`src/rtl/irq_ctrl.sv`:
```
// Machine-mode interrupt controller: mie/mip, mtime/mtimecmp and the irq request/ack handshake.
// Optional mtime prescaler enabled by defining MTIME_PRESCALE_EN (divides ticks by TIMER_DIV).
module irq_ctrl #(
    parameter int unsigned TIMER_DIV   = 1,
    parameter int unsigned SYNC_STAGES = 2
) (
    input  logic        clk_core,
    input  logic        reset_n,
    input  logic [11:0] mem1_csr_addr,
    input  logic [1:0]  mem1_csr_write,
    input  logic [31:0] mem1_csr_din,
    output logic        irq_csr_hit,
    output logic [31:0] irq_csr_dout,
    input  logic        mstatus_mie,
    input  logic        ext_irq,
    output logic        irq_req,
    output logic [4:0]  irq_cause,
    input  logic        irq_ack,
    output logic        irq_mtip
);

    if (SYNC_STAGES < 2) begin : g_bad_sync
        $error("irq_ctrl: SYNC_STAGES must be at least 2");
    end
    if (TIMER_DIV < 1 || TIMER_DIV > 65535) begin : g_bad_div
        $error("irq_ctrl: TIMER_DIV must be in 1..65535");
    end

    localparam logic [11:0] A_MIE     = 12'h304;
    localparam logic [11:0] A_MIP     = 12'h344;
    localparam logic [11:0] A_MTIME_L = 12'h7C0;
    localparam logic [11:0] A_MTIME_H = 12'h7C1;
    localparam logic [11:0] A_MCMP_L  = 12'h7C2;
    localparam logic [11:0] A_MCMP_H  = 12'h7C3;

    typedef enum logic [1:0] {IDLE, REQ, WAIT} state_t;

    state_t                 state_q, state_d;
    logic                   wait_q, wait_d;
    logic [2:0]             mie_q;          // {MEIE, MTIE, MSIE}
    logic                   msip_q;
    logic [63:0]            mtime_q, mtimecmp_q;
    logic [SYNC_STAGES-1:0] sync_q;
    logic                   meip;
    logic [2:0]             pend;           // {MEI, MSI, MTI}: priority order, high to low
    logic [4:0]             best_cause;
    logic [31:0]            wdata;
    logic                   csr_we, wr_mie, wr_mip, wr_mt_l, wr_mt_h, wr_cmp_l, wr_cmp_h;
    logic                   mtime_tick;

    assign meip = sync_q[SYNC_STAGES-1];
    assign pend = {meip & mie_q[2], msip_q & mie_q[0], irq_mtip & mie_q[1]};
    assign best_cause = pend[2] ? 5'd11 : (pend[1] ? 5'd3 : 5'd7);

    // NOTE: every signal driven in an always_comb gets a default first, so no path can infer a latch.
    always_comb begin
        irq_csr_hit  = 1'b1;
        irq_csr_dout = '0;
        case (mem1_csr_addr)
            A_MIE:     irq_csr_dout = {20'd0, mie_q[2], 3'd0, mie_q[1], 3'd0, mie_q[0], 3'd0};
            A_MIP:     irq_csr_dout = {20'd0, meip, 3'd0, irq_mtip, 3'd0, msip_q, 3'd0};
            A_MTIME_L: irq_csr_dout = mtime_q[31:0];
            A_MTIME_H: irq_csr_dout = mtime_q[63:32];
            A_MCMP_L:  irq_csr_dout = mtimecmp_q[31:0];
            A_MCMP_H:  irq_csr_dout = mtimecmp_q[63:32];
            default:   irq_csr_hit  = 1'b0;
        endcase
    end

    always_comb begin
        case (mem1_csr_write)
            2'b01:   wdata = mem1_csr_din;
            2'b10:   wdata = irq_csr_dout | mem1_csr_din;
            2'b11:   wdata = irq_csr_dout & ~mem1_csr_din;
            default: wdata = irq_csr_dout;
        endcase
    end

    assign csr_we   = irq_csr_hit && (mem1_csr_write != 2'b00);
    assign wr_mie   = csr_we && (mem1_csr_addr == A_MIE);
    assign wr_mip   = csr_we && (mem1_csr_addr == A_MIP);
    assign wr_mt_l  = csr_we && (mem1_csr_addr == A_MTIME_L);
    assign wr_mt_h  = csr_we && (mem1_csr_addr == A_MTIME_H);
    assign wr_cmp_l = csr_we && (mem1_csr_addr == A_MCMP_L);
    assign wr_cmp_h = csr_we && (mem1_csr_addr == A_MCMP_H);

`ifdef MTIME_PRESCALE_EN
    localparam logic [15:0] DIV_LAST = 16'(TIMER_DIV - 1);
    logic [15:0] presc_q;

    assign mtime_tick = (presc_q == DIV_LAST);

    always_ff @(posedge clk_core or negedge reset_n) begin
        if (!reset_n) begin
            presc_q <= '0;
        end else if (wr_mt_l || wr_mt_h || mtime_tick) begin
            presc_q <= '0;
        end else begin
            presc_q <= presc_q + 16'd1;
        end
    end
`else
    assign mtime_tick = 1'b1;
`endif

    // NOTE: state registers use non-blocking assignments so all flops update from pre-edge values.
    always_ff @(posedge clk_core or negedge reset_n) begin
        if (!reset_n) begin
            mie_q      <= '0;
            msip_q     <= 1'b0;
            mtime_q    <= '0;
            mtimecmp_q <= '1;
            irq_mtip   <= 1'b0;
            sync_q     <= '0;
        end else begin
            if (wr_mie)   mie_q  <= {wdata[11], wdata[7], wdata[3]};
            if (wr_mip)   msip_q <= wdata[3];
            if (wr_cmp_l) mtimecmp_q[31:0]  <= wdata;
            if (wr_cmp_h) mtimecmp_q[63:32] <= wdata;
            // A software write to either half suppresses that cycle's increment.
            if (wr_mt_l || wr_mt_h) begin
                if (wr_mt_l) mtime_q[31:0]  <= wdata;
                if (wr_mt_h) mtime_q[63:32] <= wdata;
            end else if (mtime_tick) begin
                mtime_q <= mtime_q + 64'd1;
            end
            irq_mtip <= (mtime_q >= mtimecmp_q);
            sync_q   <= {sync_q[SYNC_STAGES-2:0], ext_irq};
        end
    end

    always_comb begin
        state_d = state_q;
        wait_d  = 1'b0;
        case (state_q)
            IDLE: if ((pend != 3'b000) && mstatus_mie) state_d = REQ;
            REQ: begin
                if (irq_ack)                                   state_d = WAIT;
                else if ((pend == 3'b000) || !mstatus_mie)     state_d = IDLE;
            end
            WAIT: begin
                // Hold off re-requesting until MIE is seen low, two cycles at most.
                if (!mstatus_mie || wait_q) state_d = IDLE;
                else                        wait_d  = 1'b1;
            end
            default: state_d = IDLE;
        endcase
    end

    always_ff @(posedge clk_core or negedge reset_n) begin
        if (!reset_n) begin
            state_q   <= IDLE;
            wait_q    <= 1'b0;
            irq_req   <= 1'b0;
            irq_cause <= '0;
        end else begin
            state_q <= state_d;
            wait_q  <= wait_d;
            irq_req <= (state_d == REQ);
            if ((state_q == IDLE) && (pend != 3'b000)) irq_cause <= best_cause;
        end
    end

endmodule

```
`config.mk`:
```
export PLATFORM = sky130hd
export DESIGN_NAME = irq_ctrl
export DESIGN_NICKNAME = d
export VERILOG_FILES = /design/src/rtl/irq_ctrl.sv
export SDC_FILE = /design/constraint.sdc
export NUM_CORES = 1
export LEC_CHECK = 0
export ABC_CLOCK_PERIOD_IN_PS = 3060
export BUFFER_PORTS_ARGS = -buffer_cell sky130_fd_sc_hd__buf_2
export CORE_MARGIN = 10
export CORE_UTILIZATION = 40
export DETAILED_ROUTE_END_ITERATION = 8
export PLACE_DENSITY = 0.66
export REMOVE_ABC_BUFFERS = 1
export SLEW_MARGIN = 20
export SYNTH_ARGS = -nofsm -noshare
export SYNTH_HDL_FRONTEND = slang
export SYNTH_SLANG_ARGS = --single-unit
```
`constraint.sdc`:
```
create_clock -name clk_core -period 3.06 [get_ports clk_core]
set_input_delay 0.612 -clock clk_core [delete_from_list [all_inputs] [get_ports clk_core]]
set_output_delay 0.612 -clock clk_core [all_outputs]
set_load 0.05 [all_outputs]
```
==> out/results.md, run 1 <==
| Stage | Metric | Reported |
|---|---|---|
| critical path | Worst setup startpoint | mem1_csr_addr[4] |
| synthesis | Post-synthesis register bit count | 142 |
| global routing | All-Layer GR Usage | 22.2% |
| clocking | Root Driver | sky130_fd_sc_hd__clkbuf_16 |
| clocking | Clock tree from TritonCTS | done |
| placed design | Worst setup slack after placement | 0.0734 ns |
| clocking | Deepest clock path buffer count | 2 |
| placed design | HPWL after DPL | 27,700 um |
| status | Status | finished, final reports clean |
| timing | Slew of the pin with the lowest slew margin | 0.802 ns |
| timing | Fin. Hold Viols | 0 |
| global routing | Pin count of the biggest net entering global routing | 74 |
| pwr | Power per cell area | 410 mW/mm2 |
| floorplanning | Die Outline Area | 0.0340 mm2 |
| critical path | Worst Path Max Fanout | 15 |
| floorplanning | Die span in y | 184 um |
| final layout | # fillers | 2,547 |
| synthesis | Dominant cell type by area after synthesis | sky130_fd_sc_hd__dfrtp_1 |
| critical path | Data required time of the worst path | 2.45 ns |
| detailed routing | Number of nets with antenna violations after detailed routing | 0 |
| synthesis | Top cell type's share of synthesized area | 18.0% |
| timing | Number of max-slew violations in the final report | 0 |
| detailed routing | First-iteration detailed-routing DRC count | 1,200 |
| critical path | Capturing element type of the critical path | primary output |
| detailed routing | DR pass1 iterations | 6 |
| placed design | Final estimated routing congestion in global placement | 0.929 |
| global routing | First-pass GRT wire length | 59,100 um |
| detailed routing | Met2 WL | 16,900 um |
| clocking | Number of buffers added for setup after CTS | 0 |
| critical path | Setup CP Type | input port to primary output |
| synthesis | Avg Synthesized Cell Area | 8.29 um2 |
| detailed routing | Max Used Layer | met4 |
| critical path | Critical Path Max Stage Delay | 0.32 ns |
| clocking | Clock input transition at the sequential cells of the worst setup and hold paths | 0.06 ns |
| clocking | Insertion delay of the later-clocked pin in the worst-skew pair | 0.43 ns |
| timing | Part of the cycle the worst path needs | 95.9% |
| critical path | Largest delay contributor family on the critical path | buffers and inverters |
| placed design | Count of input and output buffers | 89 |
| synthesis | Synthesis warning total | 0 |
| floorplanning | Die Span X | 184 um |
| synthesis | Number of flops mapped to enable cells by yosys | 0 |
| floorplanning | Placement row count | 60 |
| detailed routing | Total wire length after detailed routing | 38,000 um |
| min path | Path category of the worst min-delay check | input port to asynchronous set/reset pin |
| timing | Max Clk Rate | 341 MHz |
| critical path | Cell with the largest stage delay on the worst path | sky130_fd_sc_hd__nor4bb_2 |
| timing | Worst-case clock skew | 0.0134 ns |
| global routing | Sum of overflow across all layers after global routing | 0 |
| final layout | Nets@finish | 1,522 |
| pwr | Leakage power | 5.09 nW |
| pwr | Combinational cell fraction of total power | 17.7% |
| critical path | Beginning of the worst register-to-register path | mtimecmp_q[14]$_DFFE_PN1P_ |
| synthesis | Sequential fraction of the synthesis area | 33.6% |
| timing | Final worst hold slack | 0.123 ns |
| synthesis | Ranking of synthesized cells by instance count | 168 x sky130_fd_sc_hd__nand2_1, 98 x sky130_fd_sc_hd__o21ai_1, 83 x sky130_fd_sc_hd__inv_1 |
| detailed routing | Remaining routing DRC violations | 0 |
| floorplanning | Core region area | 0.0268 mm2 |
| final layout | Register cell area after layout | 0.00363 mm2 |
| critical path | Kind of start point of the critical path | input port |
| final layout | Synth-to-layout area growth | 16.8% |
| critical path | Buffers & Inverters on Critical Path | 5 |
| pwr | Proportion of total power due to net switching | 30.3% |
| detailed routing | Routed wire length per instance | 21.6 um |
| critical path | Endpoint arrival time on the critical path | 2.32 ns |
| clocking | CTS buffer count | 17 |
| clocking | Clock sink count | 142 |
| clocking | Max H-tree Level | 4 |
| synthesis | Cell area after synthesis | 0.0108 mm2 |
| timing | Final worst slack | 0.127 ns |
| critical path | Worst path most repeated cell | sky130_fd_sc_hd__buf_4 |
| clocking | Quantity of hold-fixing buffers added after cts | 0 |
| pwr | Net switching power of the design | 0.00157 W |
| pwr | Cell-internal power | 0.00361 W |
| synthesis | Fraction of registers with async set/reset | 100% |
| synthesis | Number of library cell types mapped by synthesis | 81 |
| floorplanning | Effective utilization at floorplan | 40.4% |
| synthesis | Cell with the most instances after synthesis | sky130_fd_sc_hd__nand2_1 |
| detailed routing | Vias per cell | 6.07 |
| pwr | Fraction of power consumed by the clock network | 40.9% |
| detailed routing | Routed vias | 10,700 |
| job | Max_cap viols | 0 |
| timing | Min Clock Period, post-route | 2.93 ns |
| pwr | Portion of total power attributed to sequential cells | 41.4% |
| timing | Relative slew slack | 46.1% |
| synthesis | Number of instances in the synthesized netlist | 1,304 |
| final layout | Share of layout cells above drive strength 1 | 21.6% |
| critical path | Worst-path cell chain | buf_2 > nor4bb_2 > buf_4 > nand4_1 > buf_4 > nor2_1 > buf_4 > nand2_1 > nand2_1 > buf_2 |
| detailed routing | Wl on met1 | 16,500 um |
| synthesis | Ranking of synthesized cells by area | sky130_fd_sc_hd__dfrtp_1 18%, sky130_fd_sc_hd__dfstp_2 16%, sky130_fd_sc_hd__ha_1 7.5%, sky130_fd_sc_hd__nand2_1 5.8%, sky130_fd_sc_hd__mux2i_1 4.5% |
| synthesis | Primary flip-flop cell chosen by synthesis mapping | sky130_fd_sc_hd__dfrtp_1 |
| timing | Setup repair after global routing missed its margin | no |
| detailed routing | Wire length on met3 | 3120 um |
| floorplanning | Number of top-level pins | 91 |
| global routing | Via count of the first global-routing pass | 10,200 |
| pwr | Max VDD drop | 0.000389 V |
| timing | Setup-violating endpoint count in the final report | 0 |
| final layout | Area used by multi-input combinational logic | 0.00652 mm2 |
| global routing | Initial antenna violation count | 0 |
## worst register-to-register path: stages, from the launching register on
cell	delay (ns)
sky130_fd_sc_hd__dfstp_2	0.55
sky130_fd_sc_hd__inv_1	0.05
sky130_fd_sc_hd__ha_1	0.31
sky130_fd_sc_hd__nand4_1	0.20
sky130_fd_sc_hd__or4_1	0.56
sky130_fd_sc_hd__o32ai_1	0.57
sky130_fd_sc_hd__o41a_1	0.23
sky130_fd_sc_hd__o31ai_1	0.08
sky130_fd_sc_hd__nand4_1	0.11
## cell families after synthesis
group | after synthesis | share of synthesized area [%]
simple gates | 455 | 21.3
fa+ha+maj | 65 | 7.52
other cells | 1 | 0.0347
flops | 142 | 33.6
mux | 68 | 7.14
xor+xnor | 28 | 2.27
compound gates | 374 | 21.8
buf+inv | 171 | 6.39
## cells in the final DEF, fill, tap and decap left out, types with 6 or more instances in the layout
| cell type | instances |
|---|---|
| sky130_fd_sc_hd__nand4_1 | 36 |
| sky130_fd_sc_hd__nor2b_1 | 6 |
| sky130_fd_sc_hd__mux2i_1 | 49 |
| sky130_fd_sc_hd__nand2_1 | 167 |
| sky130_fd_sc_hd__nand2b_1 | 14 |
| sky130_fd_sc_hd__a22oi_1 | 6 |
| sky130_fd_sc_hd__and3_1 | 16 |
| sky130_fd_sc_hd__and2_1 | 22 |
| sky130_fd_sc_hd__inv_1 | 83 |
| sky130_fd_sc_hd__mux4_2 | 6 |
| sky130_fd_sc_hd__buf_4 | 74 |
| sky130_fd_sc_hd__a21oi_1 | 73 |
| sky130_fd_sc_hd__xnor2_1 | 28 |
| sky130_fd_sc_hd__ha_1 | 65 |
| sky130_fd_sc_hd__buf_12 | 7 |
| sky130_fd_sc_hd__o211ai_1 | 16 |
| sky130_fd_sc_hd__buf_2 | 84 |
| sky130_fd_sc_hd__o22ai_1 | 31 |
| sky130_fd_sc_hd__a21o_1 | 7 |
| sky130_fd_sc_hd__mux2_2 | 13 |
| sky130_fd_sc_hd__o21ai_1 | 98 |
| sky130_fd_sc_hd__nor3_1 | 24 |
| sky130_fd_sc_hd__a31oi_1 | 11 |
| sky130_fd_sc_hd__dfstp_2 | 64 |
| sky130_fd_sc_hd__nor4_1 | 11 |
| sky130_fd_sc_hd__nand3_1 | 64 |
| sky130_fd_sc_hd__nor2_1 | 48 |
| sky130_fd_sc_hd__clkbuf_16 | 17 |
| sky130_fd_sc_hd__o21ai_0 | 37 |
| sky130_fd_sc_hd__dfrtp_1 | 78 |
| sky130_fd_sc_hd__o31ai_1 | 6 |
| sky130_fd_sc_hd__a221oi_1 | 15 |
## power groups by stage
stage / logic [W] / clock network (W) / registers, W
3_5_place_dp: 0.000904 / 0 / 0.00217
5_1_grt: 0.00101 / 0.00220 / 0.00216
2_1_floorplan: 0.000501 / 0 / 0.00217
3_3_place_gp: 0.000885 / 0 / 0.00217
6_report: 0.000916 / 0.00212 / 0.00215
4_1_cts: 0.000910 / 0.00213 / 0.00214
## through the flow
stage | cell area [um2] | cells | setup TNS, ns | utilization (%) | power, W
global route | 12600 | 1759 | 0 | 47.1 | 0.00538
global placement | 12000 | 1728 | 0 | 44.9 | 0.00305
detailed placement | 12000 | 1728 | 0 | 44.9 | 0.00307
finish | 12600 | 1760 | 0 | 47.1 | 0.00518
floorplan | 10400 | 1218 | -116.60 | - | 0.00267
CTS | 12600 | 1759 | 0 | 47.1 | 0.00518
## registers in the layout (all words and copies together) (netlist names)
register and flops:
msip_q 1, sync_q 2, state_q 2, mtime_q 64
mtimecmp_q 64, irq_req 1, wait_q 1, irq_mtip 1
mie_q 3, irq_cause 3
## metal layers
metal	track usage, %	up-vias
li1	-	4994
met1	30.1	5139
met2	33.9	460
met3	3.92	89
met4	9.44	0
met5	0	-
## final timing paths
check | end | slack, ns | cells after the start
setup / recovery | irq_csr_dout[28] | 0.13 | 10
hold / removal | irq_req$_DFF_PN0_ | 0.12 | 1
setup reg to reg | irq_mtip$_DFF_PN0_ | 0.32 | 8
hold reg to reg | sync_q[1]$_DFF_PN0_ | 0.35 | 0
max in group asynchronous | mtimecmp_q[22]$_DFFE_PN1P_ | 2.13 | 2
min in group clk_core | sync_q[0]$_DFF_PN0_ | 0.29 | 1
## layout make-up
| cell class | instances | area share [%] |
|---|---|---|
| repair buffers | 169 | 9.10 |
| clock inverters | 10 | 0.891 |
| inverters | 85 | 2.53 |
| multi-input cells | 991 | 51.6 |
| diodes | 1 | 0.0198 |
| clock buffers | 21 | 3.72 |
| flip-flops and latches | 142 | 28.8 |
| well taps | 341 | 3.38 |
## repair_timing
item	in CTS	in global routing
endpoints found under the setup margin	0	7
hold endpoints to repair	0	0
resized for setup	0	5
Power figures use the tool's default switching activity.
==> run 2, diff against run 1 <==
- CORE_ASPECT_RATIO: default -> 0.6
==> run 2 against run 1 <==
Wire length up 7.7%. Combinational power up 2.9%. Critical path type unchanged. Sequential power about the same. Count of clock-buffer cells in the layout up 5. Critical endpoint is now irq_csr_dout[13]. Design area up 1.3%. Largest cell class unchanged. Sequential cell count unchanged. Die area up 0.63%. Clock skew up 0.0019 ns. Critical path depth down 2. Register-to-register slack worse by 0.06 ns.
==> out/results.md, run 2 (synthesized netlist as in run 1, its figures left out) <==
| Stage | Metric | Reported | Delta |
|---|---|---|---|
| status | Status | finished, final reports clean | unchanged |
| detailed routing | Remaining routing DRC violations | 0 | unchanged |
| critical path | Worst setup startpoint | mem1_csr_addr[4] | unchanged |
| critical path | Capturing element type of the critical path | primary output | unchanged |
| timing | Part of the cycle the worst path needs | 97.1% | was 95.9% |
| clocking | CTS buffer count | 17 | unchanged |
| critical path | Kind of start point of the critical path | input port | unchanged |
| final layout | Share of layout cells above drive strength 1 | 22.1% | was 21.6% |
| placed design | Placed cells | 1,760 | was 1,728 |
| clocking | Root Driver | sky130_fd_sc_hd__clkbuf_16 | unchanged |
| final layout | # fillers | 2,601 | was 2,547 |
| critical path | Setup crit end | irq_csr_dout[13] | was irq_csr_dout[28] |
| timing | Min Clock Period, post-route | 2.97 ns | was 2.93 ns |
| pwr | Leakage power | 5.16 nW | was 5.09 nW |
| detailed routing | Routed vias | 10,800 | was 10,700 |
| pwr | Combinational cell fraction of total power | 18.0% | was 17.7% |
| clocking | Deepest clock path buffer count | 2 | unchanged |
| pwr | Cell-internal power | 0.00364 W | was 0.00361 W |
| pwr | Portion of total power attributed to sequential cells | 41.1% | was 41.4% |
| clocking | Clock sink count | 142 | unchanged |
| final layout | Non-Filler Instances | 1,792 | was 1,760 |
| pwr | Fraction of power consumed by the clock network | 40.8% | was 40.9% |
| floorplanning | Die span in y | 147 um | was 184 um |
| pwr | Net switching power of the design | 0.00159 W | was 0.00157 W |
| clocking | Clock input transition at the sequential cells of the worst setup and hold paths | 0.06 ns | about the same |
| job | Max_cap viols | 0 | unchanged |
| pwr | Overall power | 0.00523 W | was 0.00518 W |
| final layout | Synth-to-layout area growth | 18.3% | was 16.8% |
| critical path | Setup CP Type | input port to primary output | unchanged |
| floorplanning | Effective utilization at floorplan | 40.8% | was 40.4% |
| critical path | Register-to-register setup slack | 0.26 ns | was 0.32 ns |
| pwr | Proportion of total power due to net switching | 30.4% | was 30.3% |
| timing | Worst-case clock skew | 0.0153 ns | was 0.0134 ns |
| critical path | Beginning of the worst register-to-register path | mtime_q[9]$_DFFE_PN0P_ | was mtimecmp_q[14]$_DFFE_PN1P_ |
| pwr | Power per cell area | 409 mW/mm2 | was 410 mW/mm2 |
| final layout | Nets@finish | 1,535 | was 1,522 |
| detailed routing | First-iteration detailed-routing DRC count | 1,298 | was 1,200 |
| placed design | Final estimated routing congestion in global placement | 0.996 | was 0.929 |
| timing | Slew of the pin with the lowest slew margin | 0.694 ns | was 0.802 ns |
| floorplanning | Die Span X | 232 um | was 184 um |
| global routing | Sum of overflow across all layers after global routing | 0 | unchanged |
| final layout | Diode count | 0 | was 1 |
| timing | Number of max-slew violations in the final report | 0 | unchanged |
| detailed routing | Total wire length after detailed routing | 40,900 um | was 38,000 um |
| clocking | Max H-tree Level | 4 | unchanged |
| clocking | Clock tree from TritonCTS | done | unchanged |
| critical path | Worst reg-to-reg path cell count | 6 | was 8 |
| clocking | Number of buffers added for setup after CTS | 0 | unchanged |
| detailed routing | Number of nets with antenna violations after detailed routing | 0 | unchanged |
| clocking | Insertion delay of the later-clocked pin in the worst-skew pair | 0.46 ns | was 0.43 ns |
| final layout | Commonest non-fill, non-tap cells in the layout | 167 x sky130_fd_sc_hd__nand2_1, 98 x sky130_fd_sc_hd__o21ai_1, 90 x sky130_fd_sc_hd__buf_4 | was 167 x sky130_fd_sc_hd__nand2_1, 98 x sky130_fd_sc_hd__o21ai_1, 84 x sky130_fd_sc_hd__buf_2 |
| detailed routing | DR pass1 iterations | 6 | unchanged |
| floorplanning | Die Outline Area | 0.0342 mm2 | was 0.0340 mm2 |
| placed design | HPWL after DPL | 30,600 um | was 27,700 um |
| timing | Fin. Hold Viols | 0 | unchanged |
| global routing | Pin count of the biggest net entering global routing | 74 | unchanged |
| floorplanning | Number of top-level pins | 91 | unchanged |
| floorplanning | Core region area | 0.0265 mm2 | was 0.0268 mm2 |
| placed design | Count of input and output buffers | 89 | unchanged |
| detailed routing | Routed wire length per instance | 22.8 um | was 21.6 um |
| global routing | Initial antenna violation count | 0 | unchanged |
| global routing | First-pass GRT wire length | 62,800 um | was 59,100 um |
| global routing | Via count of the first global-routing pass | 10,200 | about the same |
| final layout | Registers with the most flip-flops | mtime_q (64), mtimecmp_q (64) | unchanged |
| min path | Path category of the worst min-delay check | input port to asynchronous set/reset pin | unchanged |
| timing | Setup-violating endpoint count in the final report | 0 | unchanged |
| critical path | Endpoint arrival time on the critical path | 2.36 ns | was 2.32 ns |
| timing | Post-Route Setup TNS | 0 ns | unchanged |
| critical path | Data required time of the worst path | 2.45 ns | about the same |
| critical path | Worst Path Max Fanout | 21 | was 15 |
| timing | Relative slew slack | 53.5% | was 46.1% |
| global routing | All-Layer GR Usage | 23.9% | was 22.2% |
| floorplanning | Placement row count | 46 | was 60 |
| pwr | Max VDD drop | 0.000344 V | was 0.000389 V |
| clocking | Quantity of hold-fixing buffers added after cts | 0 | unchanged |
| detailed routing | Vias per cell | 6.04 | was 6.07 |
| timing | Setup repair after global routing missed its margin | no | unchanged |
| critical path | Worst reg2reg path endpoint | mtime_q[46]$_DFFE_PN0P_ | was irq_mtip$_DFF_PN0_ |
| final layout | Most common cell after layout, fill and taps aside | sky130_fd_sc_hd__nand2_1 | unchanged |
| timing | Max Clk Rate | 337 MHz | was 341 MHz |
## run 2: cell count changes in the layout (fill, tap and decap cells not counted), sizes merged
cell,change
buf,+16
clkbuf,+2
clkinvlp,-2
clkinv,-1
diode,-1
inv,-1
## run 2: through the flow
step | instance area [um2] | utilization [%] | hold WS [ns] | setup WS [ns]
floorplan | 10400 | - | 0.316 | -1.85
global placement | 12200 | 45.9 | 0.335 | 0.0169
detailed placement | 12200 | 45.9 | 0.337 | 0.0156
CTS | 12800 | 48.1 | 0.0915 | 0.0203
global route | 12800 | 48.2 | 0.112 | 0.00940
finish | 12800 | 48.2 | 0.0923 | 0.0897
## run 2: cell type report
type	instances	area [um2]	share of cell area, %
clock buffer	26	499	3.90
inverter	85	319	2.49
clock inverter	6	83.8	0.655
tap	360	450	3.52
multi-input combinational	991	6530	51.0
timing repair buffer	182	1280	10.0
sequential	142	3630	28.4
## run 2: power by group through the flow
stage | Clock (W) | Sequential, W | Combinational [W]
global route | 0.00223 | 0.00217 | 0.00103
floorplan | 0 | 0.00217 | 0.000501
detailed placement | 0 | 0.00217 | 0.000915
CTS | 0.00215 | 0.00214 | 0.000921
finish | 0.00214 | 0.00215 | 0.000943
global placement | 0 | 0.00217 | 0.000900
## run 2: worst min-delay path by stage
stage                         from                       end  slack [ns]  cells past startpoint
6_report                   reset_n   mtime_q[59]$_DFFE_PN0P_        0.09                      1
5_1_grt                    reset_n   mtime_q[52]$_DFFE_PN0P_        0.11                      1
4_1_cts                    reset_n   mtime_q[25]$_DFFE_PN0P_        0.09                      1
3_5_place_dp   sync_q[0]$_DFF_PN0_       sync_q[1]$_DFF_PN0_        0.34                      0
3_3_place_gp   sync_q[0]$_DFF_PN0_       sync_q[1]$_DFF_PN0_        0.33                      0
2_1_floorplan              reset_n  irq_cause[1]$_DFFE_PN0P_        0.32                      0
## run 2: layer usage
layer	routed length [um]	track usage [%]	share of wire, %	up-vias
met4	985	7.55	2.4	2
li1	-	-	-	5039
met5	64	1.49	0.16	-
met1	19300	35.3	47	5200
met2	16000	31.7	39	515
met3	4610	7.40	11	72
## run 2: critical path, cell delays in order
cell and delay (ns):
sky130_fd_sc_hd__buf_2 0.09, sky130_fd_sc_hd__nor4bb_1 0.27, sky130_fd_sc_hd__buf_4 0.17, sky130_fd_sc_hd__and4_2 0.32, sky130_fd_sc_hd__buf_6 0.29, sky130_fd_sc_hd__nand3_1 0.12
sky130_fd_sc_hd__o211ai_1 0.15, sky130_fd_sc_hd__buf_2 0.31
## run 2: repair_timing
action	CTS	global route
pin swaps	0	0
endpoints found under the setup margin	4	18
hold endpoints to repair	0	0
gates resized for setup	2	9
